## src/rtl/dice_turn_scheduler_pkg.sv

```systemverilog
// Shared types and constants for the two-player dice turn scheduler.
// Optional turn timeout is enabled with DICE_SCHED_TIMEOUT_EN.
package dice_pkg;

    localparam int DIE_W = 3;
    localparam int SUM_W = 4;

    localparam logic [DIE_W-1:0] DIE_MIN = 3'd1;
    localparam logic [DIE_W-1:0] DIE_MAX = 3'd6;

    typedef enum logic [2:0] {
        S_CLEAR,
        S_WAIT_BTN,
        S_STROBE,
        S_SETTLE,
        S_RESOLVE,
        S_OVER
    } sched_state_t;

    function automatic logic [DIE_W-1:0] die_next(
        input logic [DIE_W-1:0] d
    );
        return (d == DIE_MAX) ? DIE_MIN : d + DIE_W'(1);
    endfunction

endpackage

```

## src/rtl/dice_turn_scheduler_if.sv

```systemverilog
// Bundle between the scheduler, the button synchronizers and the game core.
// Optional turn timeout is enabled with DICE_SCHED_TIMEOUT_EN.
interface dice_turn_scheduler_if #(
    parameter int SCORE_W = 4
);
    import dice_pkg::*;

    logic               btn_p0;
    logic               btn_p1;
    logic               core_win;
    logic               core_lose;
    logic [SUM_W-1:0]   core_sum;
    logic               core_rb;
    logic               core_rst;
    logic [DIE_W-1:0]   die_a;
    logic [DIE_W-1:0]   die_b;
    logic               active_player;
    logic [SCORE_W-1:0] score0;
    logic [SCORE_W-1:0] score1;
    logic               match_over;
    logic               champion;

    modport master (
        input  btn_p0, btn_p1, core_win, core_lose,
        output core_sum, core_rb, core_rst, die_a, die_b,
        output active_player, score0, score1,
        output match_over, champion
    );

    modport slave (
        output btn_p0, btn_p1, core_win, core_lose,
        input  core_sum, core_rb, core_rst, die_a, die_b,
        input  active_player, score0, score1,
        input  match_over, champion
    );

endinterface

```

## src/rtl/dice_turn_scheduler_roller.sv

```systemverilog
// Free-running chained mod-6 dice counters with latched roll outputs.
// Optional turn timeout is enabled with DICE_SCHED_TIMEOUT_EN.
module dice_roller
    import dice_pkg::*;
(
    input  logic             clk,
    input  logic             rst,
    input  logic             i_latch,
    output logic [DIE_W-1:0] o_die_a,
    output logic [DIE_W-1:0] o_die_b,
    output logic [SUM_W-1:0] o_sum
);

    logic [DIE_W-1:0] r_ra;
    logic [DIE_W-1:0] r_rb;

    // ra steps every clock; rb steps when ra wraps, covering all 36 pairs
    always_ff @(posedge clk) begin
        if (rst) begin
            r_ra <= DIE_MIN;
            r_rb <= DIE_MIN;
        end else begin
            r_ra <= die_next(r_ra);
            if (r_ra == DIE_MAX) begin
                r_rb <= die_next(r_rb);
            end
        end
    end

    // capture the current pair and its sum when a roll is accepted
    always_ff @(posedge clk) begin
        if (rst) begin
            o_die_a <= DIE_MIN;
            o_die_b <= DIE_MIN;
            o_sum   <= '0;
        end else if (i_latch) begin
            o_die_a <= r_ra;
            o_die_b <= r_rb;
            o_sum   <= SUM_W'(r_ra) + SUM_W'(r_rb);
        end
    end

endmodule

```

## src/rtl/dice_turn_scheduler.sv

```systemverilog
// Two-player turn controller driving the dual-dice game core.
// Define DICE_SCHED_TIMEOUT_EN to forfeit idle turns after TIMEOUT_CYC cycles.
module dice_turn_scheduler
    import dice_pkg::*;
#(
    parameter int SCORE_W     = 4,
    parameter int WIN_SCORE   = 5,
    parameter int RB_CYC      = 2,
    parameter int TIMEOUT_CYC = 1024
) (
    input logic                    clk,
    input logic                    rst,
    dice_turn_scheduler_if.master  bus
);

    localparam int CW = (RB_CYC > 1) ? $clog2(RB_CYC) : 1;

    if (RB_CYC < 1) begin : g_bad_rb
        $error("RB_CYC must be at least 1");
    end
    if (TIMEOUT_CYC < 1) begin : g_bad_to
        $error("TIMEOUT_CYC must be at least 1");
    end

    sched_state_t       r_state;
    sched_state_t       w_next;
    logic [1:0]         r_btn_prev;
    logic [CW-1:0]      r_cnt;
    logic [SCORE_W-1:0] r_score0;
    logic [SCORE_W-1:0] r_score1;
    logic               r_active;
    logic               r_scorer;
    logic               r_champion;

    logic [1:0]         w_btn;
    logic [1:0]         w_rise;
    logic               w_edge;
    logic               w_timeout;
    logic               w_latch;
    logic               w_inc;
    logic               w_inc_p;
    logic               w_toggle;
    logic               w_set_champ;
    logic [SCORE_W-1:0] w_cur_score;

    assign w_btn       = {bus.btn_p1, bus.btn_p0};
    assign w_rise      = w_btn & ~r_btn_prev;
    assign w_edge      = w_rise[r_active];
    assign w_cur_score = r_scorer ? r_score1 : r_score0;

`ifdef DICE_SCHED_TIMEOUT_EN
    localparam int TW = $clog2(TIMEOUT_CYC + 1);

    logic [TW-1:0] r_to_cnt;

    // idle counter, restarted every time WAIT_BTN is entered
    always_ff @(posedge clk) begin
        if (rst || r_state != S_WAIT_BTN) begin
            r_to_cnt <= '0;
        end else begin
            r_to_cnt <= r_to_cnt + TW'(1);
        end
    end

    assign w_timeout = (r_to_cnt == TW'(TIMEOUT_CYC - 1));
`else
    assign w_timeout = 1'b0;
`endif

    // next-state and per-cycle control decisions
    always_comb begin
        w_next      = r_state;
        w_latch     = 1'b0;
        w_inc       = 1'b0;
        w_inc_p     = r_active;
        w_toggle    = 1'b0;
        w_set_champ = 1'b0;
        unique case (r_state)
            S_CLEAR: begin
                w_next = S_WAIT_BTN;
            end
            S_WAIT_BTN: begin
                if (w_edge) begin
                    w_latch = 1'b1;
                    w_next  = S_STROBE;
                end else if (w_timeout) begin
                    w_toggle = 1'b1;
                    w_next   = S_CLEAR;
                end
            end
            S_STROBE: begin
                if (r_cnt == CW'(RB_CYC - 1)) begin
                    w_next = S_SETTLE;
                end
            end
            S_SETTLE: begin
                if (bus.core_lose) begin
                    w_inc   = 1'b1;
                    w_inc_p = ~r_active;
                    w_next  = S_RESOLVE;
                end else if (bus.core_win) begin
                    w_inc  = 1'b1;
                    w_next = S_RESOLVE;
                end else begin
                    w_next = S_WAIT_BTN;
                end
            end
            S_RESOLVE: begin
                if (w_cur_score == SCORE_W'(WIN_SCORE)) begin
                    w_set_champ = 1'b1;
                    w_next      = S_OVER;
                end else begin
                    w_toggle = 1'b1;
                    w_next   = S_CLEAR;
                end
            end
            S_OVER: begin
                w_next = S_OVER;
            end
            default: begin
                w_next = S_CLEAR;
            end
        endcase
    end

    // state, strobe timer, scores and player bookkeeping
    always_ff @(posedge clk) begin
        if (rst) begin
            r_state    <= S_CLEAR;
            r_btn_prev <= '0;
            r_cnt      <= '0;
            r_score0   <= '0;
            r_score1   <= '0;
            r_active   <= 1'b0;
            r_scorer   <= 1'b0;
            r_champion <= 1'b0;
        end else begin
            r_state    <= w_next;
            r_btn_prev <= w_btn;
            r_cnt      <= (r_state == S_STROBE) ? r_cnt + CW'(1) : '0;
            if (w_inc) begin
                r_scorer <= w_inc_p;
                if (w_inc_p) begin
                    r_score1 <= r_score1 + SCORE_W'(1);
                end else begin
                    r_score0 <= r_score0 + SCORE_W'(1);
                end
            end
            if (w_toggle) begin
                r_active <= ~r_active;
            end
            if (w_set_champ) begin
                r_champion <= r_scorer;
            end
        end
    end

    dice_roller u_roller (
        .clk     (clk),
        .rst     (rst),
        .i_latch (w_latch),
        .o_die_a (bus.die_a),
        .o_die_b (bus.die_b),
        .o_sum   (bus.core_sum)
    );

    assign bus.core_rb       = (r_state == S_STROBE);
    assign bus.core_rst      = rst | (r_state == S_CLEAR);
    assign bus.match_over    = (r_state == S_OVER);
    assign bus.active_player = r_active;
    assign bus.score0        = r_score0;
    assign bus.score1        = r_score1;
    assign bus.champion      = r_champion;

endmodule

```

## src/flat_wrapper.sv

```systemverilog
// flat-port wrapper written by rule: the top's interface ports become plain ports
module dice_turn_scheduler_flat import dice_pkg::*;
#(
    parameter int SCORE_W     = 4,
    parameter int WIN_SCORE   = 5,
    parameter int RB_CYC      = 2,
    parameter int TIMEOUT_CYC = 1024
)
  (clk, rst, bus_btn_p0, bus_btn_p1, bus_core_win, bus_core_lose, bus_core_sum, bus_core_rb, bus_core_rst, bus_die_a, bus_die_b, bus_active_player, bus_score0, bus_score1, bus_match_over, bus_champion);
  dice_turn_scheduler_if #(.SCORE_W(SCORE_W)) bus_i ();
  input logic clk;
  input logic rst;
  input wire logic [$bits(bus_i.btn_p0)-1:0] bus_btn_p0;
  input wire logic [$bits(bus_i.btn_p1)-1:0] bus_btn_p1;
  input wire logic [$bits(bus_i.core_win)-1:0] bus_core_win;
  input wire logic [$bits(bus_i.core_lose)-1:0] bus_core_lose;
  output wire logic [$bits(bus_i.core_sum)-1:0] bus_core_sum;
  output wire logic [$bits(bus_i.core_rb)-1:0] bus_core_rb;
  output wire logic [$bits(bus_i.core_rst)-1:0] bus_core_rst;
  output wire logic [$bits(bus_i.die_a)-1:0] bus_die_a;
  output wire logic [$bits(bus_i.die_b)-1:0] bus_die_b;
  output wire logic [$bits(bus_i.active_player)-1:0] bus_active_player;
  output wire logic [$bits(bus_i.score0)-1:0] bus_score0;
  output wire logic [$bits(bus_i.score1)-1:0] bus_score1;
  output wire logic [$bits(bus_i.match_over)-1:0] bus_match_over;
  output wire logic [$bits(bus_i.champion)-1:0] bus_champion;
  assign bus_i.btn_p0 = bus_btn_p0;
  assign bus_i.btn_p1 = bus_btn_p1;
  assign bus_i.core_win = bus_core_win;
  assign bus_i.core_lose = bus_core_lose;
  assign bus_core_sum = bus_i.core_sum;
  assign bus_core_rb = bus_i.core_rb;
  assign bus_core_rst = bus_i.core_rst;
  assign bus_die_a = bus_i.die_a;
  assign bus_die_b = bus_i.die_b;
  assign bus_active_player = bus_i.active_player;
  assign bus_score0 = bus_i.score0;
  assign bus_score1 = bus_i.score1;
  assign bus_match_over = bus_i.match_over;
  assign bus_champion = bus_i.champion;
  dice_turn_scheduler #(.SCORE_W(SCORE_W), .WIN_SCORE(WIN_SCORE), .RB_CYC(RB_CYC), .TIMEOUT_CYC(TIMEOUT_CYC)) u_core (.clk(clk), .rst(rst), .bus(bus_i));
endmodule
```

## config.mk

```make
export PLATFORM = sky130hd
export DESIGN_NAME = dice_turn_scheduler_flat
export DESIGN_NICKNAME = d
export VERILOG_FILES = /design/src/rtl/dice_turn_scheduler_pkg.sv /design/src/rtl/dice_turn_scheduler_if.sv /design/src/rtl/dice_turn_scheduler_roller.sv /design/src/rtl/dice_turn_scheduler.sv /design/src/flat_wrapper.sv
export SDC_FILE = /design/constraint.sdc
export NUM_CORES = 1
export LEC_CHECK = 0
export CAP_MARGIN = 0
export CORE_MARGIN = 5
export CORE_UTILIZATION = 51
export CTS_CLUSTER_SIZE = 14
export DETAILED_ROUTE_END_ITERATION = 12
export GPL_ROUTABILITY_DRIVEN = 0
export PLACE_DENSITY = 0.86
export SYNTH_ARGS = -nofsm -noshare
export SYNTH_HDL_FRONTEND = slang
export SYNTH_SLANG_ARGS = --single-unit
```

## constraint.sdc

```tcl
create_clock -name clk -period 1.81 [get_ports clk]
set_input_delay 0.2715 -clock clk [delete_from_list [all_inputs] [get_ports clk]]
set_output_delay 0.2715 -clock clk [all_outputs]
set_load 0.01 [all_outputs]
```

==> run metrics, run 1 <==
R2R Setup Slk 340 ps; H-tree levels 2; Setup crit end kind primary output; Boundary Pins 29; min Tclk post-route 1630 ps; delay-heaviest family, CP buffers and inverters; Setup Fix Bufs, Post-CTS 0; FF+latch area 673 sq um; setup_tns 0 ps; Layout area overhead 28.6%; Clock Path Buffers 2; Worst-Margin Slew 339 ps; post-route ant nets 0; final period utilization 89.9%; CTS root buf clkbuf_4; DR vias 1,296; Yosys Warn Count 0; # fillers 255; Setup-failing EPs final 0; max_slew headroom 77.4%; fin nets 212; Core Area 0.00300 sq mm; CTS tree done; Hold Fails Final Rpt 0; Clk Latency, worst-skew pair 340 ps; Buffers & Inverters on Critical Path 1; TritonCTS sink count 33; RSZ-0062 raised after global routing no; diodes inserted 0; Max Freq 615 MHz; Max-cap violations 0; post-synth top area share 42.0%; synthesized area per cell 9.54 sq um; Worst Path Max Fanout 11; Initial DRC Count 93; Core Rows 20; Die ar. 0.00430 sq mm; Crit path largest cell delay 570 ps; max-slew violations 0; maximum vdd ir drop 0.885 mV; initial antenna violation count 0; Mapped Nets 179; vias in the first global route 1,336; Hold Crit Class flip-flop to flip-flop; final WL 3180 um; slowest CP cell clkdlybuf4s50_1; status completed; Critical Path AT 1360 ps; DR DRC count 0; dominant cell type by area after synthesis dfxtp_1; library cells used by synthesis 46; register bit count reported by yosys 33; startpoint types flip-flop; Setup CP Type flip-flop to primary output; critical path, cell by cell clkdlybuf4s50_1; Synth Instances 165; Tot Pwr 1.66 mW; WL/cell 13.7 um; Total GRT Usage 16.9%; Seq/Total Area, Yosys 42.0%; dpl hpwl 2290 um; Pwr Density 822 mW/mm^2; die span in x 65.6 um; Top FF cell, synth dfxtp_1; Worst-path clk slew 100 ps; worst path required time 1540 ps; initial core utilization 52.4%; Vias/cell 5.59; first-pass GRT wire length 5690 um; static leakage 0.851 nW; Post-synth ARST share 0%; IO buf count 28; largest net degree at the start of global routing 35; area occupied by multi-input gates 855 sq um; Syn Std Cell Area 0.00157 sq mm; Clock Skews 8.62 ps; top cells by area, synth dfxtp_1 (42%), mux2i_1 (7.0%), nor2_1 (6.0%), ha_1 (5.6%), xnor2_1 (3.3%); layout cells sized above 1 14.6%; total CTS buffers 5; drt first pass iters 4; CTS Hold Buffers Added 0; Post-synth EDFFs 0; die extent in y 65.6 um; GRT overflow 0
[power breakdown]
group	switching (mW)	leakage (nW)	internal (mW)
Sequential	0.0338	0.271	0.752
Clock	0.261	0.0552	0.428
Combinational	0.0877	0.525	0.101
Total	0.383	0.851	1.28
[routing by layer]
metal  wire [um]  part of all wire (%)  track usage (%)  vias to the layer above
met4          66                   2.1             6.22                        0
met5           0                     0                0                        -
li1            -                     -                -                      648
met2        1630                    51             31.1                       36
met1        1310                    41             17.6                      603
met3         168                   5.3             5.64                        9
[cell usage after synthesis, drive strengths merged, types with 2 or more instances]
library cell  instances
dfxtp                33
nor2                 25
a21oi                11
mux2i                11
ha                    7
nor2b                 7
xnor2                 6
a211oi                5
clkbuf                5
nand2                 5
inv                   4
nor3                  4
o21ai                 4
buf                   3
nand3                 3
nand3b                3
and3b                 2
mux2                  2
nand2b                2
nor3b                 2
nor4                  2
nor4b                 2
or3b                  2
[metrics by stage]
step / setup slack (ps) / util [%] / instance area (sq um) / hold WS [ps] / cells
floorplan: 388 / - / 1570 / 392 / 165
global placement: 82.7 / 63.5 / 1910 / 405 / 224
detailed placement: 33.6 / 63.5 / 1910 / 414 / 224
CTS: 23.9 / 67.3 / 2020 / 438 / 232
global route: 109 / 67.4 / 2020 / 457 / 232
finish: 183 / 67.4 / 2020 / 432 / 232
[layout make-up]
type / count / share of cell area, %
repair buffers: 34 / 16.7
inverters: 4 / 0.742
clock buffers: 5 / 1.85
multi-input cells: 120 / 42.2
clock inverters: 3 / 3.21
flip-flops and latches: 33 / 33.3
well taps: 33 / 2.04
[cell usage in the layout (no fill, tap or decap), drive strengths merged, types with 3 or more instances in the layout]
cell type / n
a211oi: 5
a21oi: 11
buf: 6
clkbuf: 5
clkdlybuf4s50: 25
dfxtp: 33
ha: 7
inv: 4
mux2i: 11
nand2: 5
nand3: 3
nand3b: 3
nor2: 25
nor2b: 7
nor3: 4
o21ai: 4
xnor2: 6
[worst reg2reg max path, cell delays in order, from the launching register on]
cell	delay, ps
dfxtp_4	400
nor2b_2	200
and2b_1	180
nor3b_1	240
mux2_1	340
[timing repair]
action	CTS	global route
hold endpoints to repair	0	0
setup endpoints to repair	3	2
resized for setup	9	2
pin swaps	0	0
[state kept, by name, summed over array words and instances (netlist names), 2 cells and up]
signal / count
u_core.u_roller.r_ra: 3
u_core.u_roller.r_rb: 3
u_core.bus.score1: 4
u_core.u_roller.o_die_a: 3
u_core.r_btn_prev: 2
u_core.u_roller.o_sum: 4
u_core.u_roller.o_die_b: 3
u_core.bus.score0: 4
u_core.r_state: 3
[cells by family (layout without fill, tap and decap cells)]
| group | after synthesis | count (layout) | share of synthesized area (%) |
|---|---|---|---|
| multiplexers | 13 | 13 | 8.43 |
| flip-flops | 33 | 33 | 42.0 |
| AO/OA/AOI/OAI | 28 | 28 | 12.6 |
| XOR/XNOR | 7 | 7 | 3.90 |
| adder cells (fa/ha/maj) | 8 | 8 | 6.84 |
| buffers and inverters | 12 | 46 | 3.89 |
| AND/OR/NAND/NOR | 64 | 64 | 22.4 |
[final timing paths]
kind	startpoint	endpoint	cells past startpoint
setup / recovery	u_core.bus.active_player$_SDFFE_PP0P_	bus_active_player	1
hold reg to reg	u_core.u_roller.r_ra[0]$_SDFF_PP1_	u_core.u_roller.r_ra[0]$_SDFF_PP1_	1
hold / removal	u_core.u_roller.r_ra[0]$_SDFF_PP1_	u_core.u_roller.r_ra[0]$_SDFF_PP1_	1
setup reg to reg	u_core.r_state[2]$_SDFFE_PP0P_	u_core.bus.active_player$_SDFFE_PP0P_	4
(Power assumes the default switching activity.)
==> run 2: changes to the inputs <==
CORE_ASPECT_RATIO = 0.6   (was default)
==> run metrics, run 2 (synthesis results as in run 1) <==
status completed; final period utilization 97.4% (+7.6 points); Layout area overhead 30.4%; most frequent cells in the layout dfxtp_1 (30), clkdlybuf4s50_1 (27), nor2_1 (25), mux2i_1 (11), a21oi_1 (10); die extent in y 53.0 um (-19%); WL/cell 15.0 um (+9.5%); CTS root buf clkbuf_8; fin nets 212 (unchanged); CTS Hold Buffers Added 0 (unchanged); RR Startpoint u_core.bus.active_player$_SDFFE_PP0P_; Max-cap violations 0 (unchanged); total CTS buffers 5 (unchanged); largest net degree at the start of global routing 35 (unchanged); initial core utilization 54.1% (+1.7 points); Setup crit end kind primary output; commonest non-fill, non-tap cell in the layout dfxtp_1; Setup-failing EPs final 0 (unchanged); Pwr Density 828 mW/mm^2 (+0.69%); IO buf count 28 (unchanged); Core Rows 15 (-25%); final core utilization 70.6% (+3.2 points); worst r2r dst u_core.u_roller.o_sum[3]$_SDFFE_PP0P_; TritonCTS sink count 33 (unchanged); Critical Path AT 1490 ps (+130 ps); placed cell count 233 (+4.0%); DR vias 1,274 (-1.7%); static leakage 0.850 nW (about the same); hold_sp u_core.r_cnt$_SDFF_PP0_; H-tree levels 2 (unchanged); Worst-path clk slew 70 ps (-30 ps); Hold Crit Class flip-flop to flip-flop; DR DRC count 0 (unchanged); Clock Skews 7.80 ps (-0.818 ps); Hold Fails Final Rpt 0 (unchanged); Worst-Margin Slew 350 ps (+11.3 ps); initial antenna violation count 0 (unchanged); Total GRT Usage 18.9% (+2.0 points); # fillers 225 (-12%); startpoint types flip-flop; first-pass GRT wire length 6060 um (+6.6%); Initial DRC Count 43 (-54%); Boundary Pins 29 (unchanged); CTS tree done; max-slew violations 0 (unchanged); Hold Crit Endpoint u_core.r_cnt$_SDFF_PP0_; Setup CP Type flip-flop to primary output; GRT overflow 0 (unchanged); vias in the first global route 1,294 (-3.1%); final WL 3620 um (+14%); reg2reg path depth 5 (+1); Max Freq 567 MHz (-7.8%); worst path required time 1540 ps (about the same); min Tclk post-route 1760 ps (+137 ps); R2R Setup Slk 320 ps (-20 ps); dpl hpwl 2570 um (+12%); Vias/cell 5.29 (-5.4%); Final Instance Count excl. Fillers 241 (+3.9%); post-route ant nets 0 (unchanged); die span in x 81.7 um (+25%); Die ar. 0.00433 sq mm (+0.84%); diodes inserted 0 (unchanged); drt first pass iters 4 (unchanged); Clk Latency, worst-skew pair 290 ps (-50 ps); Core Area 0.00291 sq mm (-3.1%); maximum vdd ir drop 0.587 mV (-34%); WHS Path Cells 1 (unchanged); max_slew headroom 76.6% (-0.79 points); Worst Path Max Fanout 8 (-3); layout cells sized above 1 13.6% (-1.0 points); Clock Path Buffers 2 (unchanged); Tot Pwr 1.70 mW (+2.1%)
-- run 2: critical path: stages (launching register included) --
cell,delay (ps)
dfxtp_4,410
nor3_1,50
or2_2,260
clkdlybuf4s50_1,480
-- run 2: routing by layer --
metal / track usage [%] / up-vias / wire length (um)
met5: 0 / - / 0
met4: 8.29 / 0 / 41
met3: 5.78 / 7 / 176
met2: 29.9 / 33 / 1600
met1: 23.6 / 593 / 1800
li1: - / 641 / -
-- run 2: where the power goes --
group          internal (mW)  switching [mW]
logic                  0.104          0.0948
clock network          0.448           0.264
registers              0.753          0.0354
-- run 2: metrics by stage --
stage	TNS (ps)	hold WS [ps]	setup WS, ps	instance area [sq um]
6_report	0	445	46.6	2050
5_1_grt	-4.90	462	-4.90	2050
4_1_cts	0	445	15.1	2040
3_5_place_dp	0	430	36.8	1920
3_3_place_gp	0	405	65.4	1920
2_1_floorplan	0	392	388	1570
-- run 2: layout make-up --
| class | instances | area [sq um] | area share [%] |
|---|---|---|---|
| Clock buffer | 7 | 86.3 | 4.20 |
| Clock inverter | 1 | 30.0 | 1.46 |
| Inverter | 4 | 15.0 | 0.731 |
| Multi-Input combinational cell | 120 | 860 | 41.9 |
| Sequential cell | 33 | 669 | 32.6 |
| Tap cell | 42 | 52.6 | 2.56 |
| Timing Repair Buffer | 34 | 340 | 16.6 |
-- run 2: worst max-delay path by stage --
stage / startpoint / endpoint / slack [ps]
after floorplan: u_core.bus.active_player$_SDFFE_PP0P_ / u_core.bus.score0[1]$_SDFFE_PP0P_ / 390
after global placement: bus_core_lose / u_core.bus.score0[1]$_SDFFE_PP0P_ / 70
after detailed placement: bus_core_lose / u_core.bus.score0[2]$_SDFFE_PP0P_ / 40
after CTS: u_core.r_state[2]$_SDFFE_PP0P_ / bus_match_over / 20
after global routing: u_core.r_state[1]$_SDFFE_PP0P_ / bus_core_rst / -5
final: u_core.r_state[1]$_SDFFE_PP0P_ / bus_core_rst / 50
-- run 2: what timing repair did --
item | 4_1_cts | 5_1_grt
gates cloned | 0 | 0
endpoints found under the hold margin | 0 | 0
endpoints found under the setup margin | 2 | 2
buffers inserted | 0 | 0
resized for setup | 4 | 4
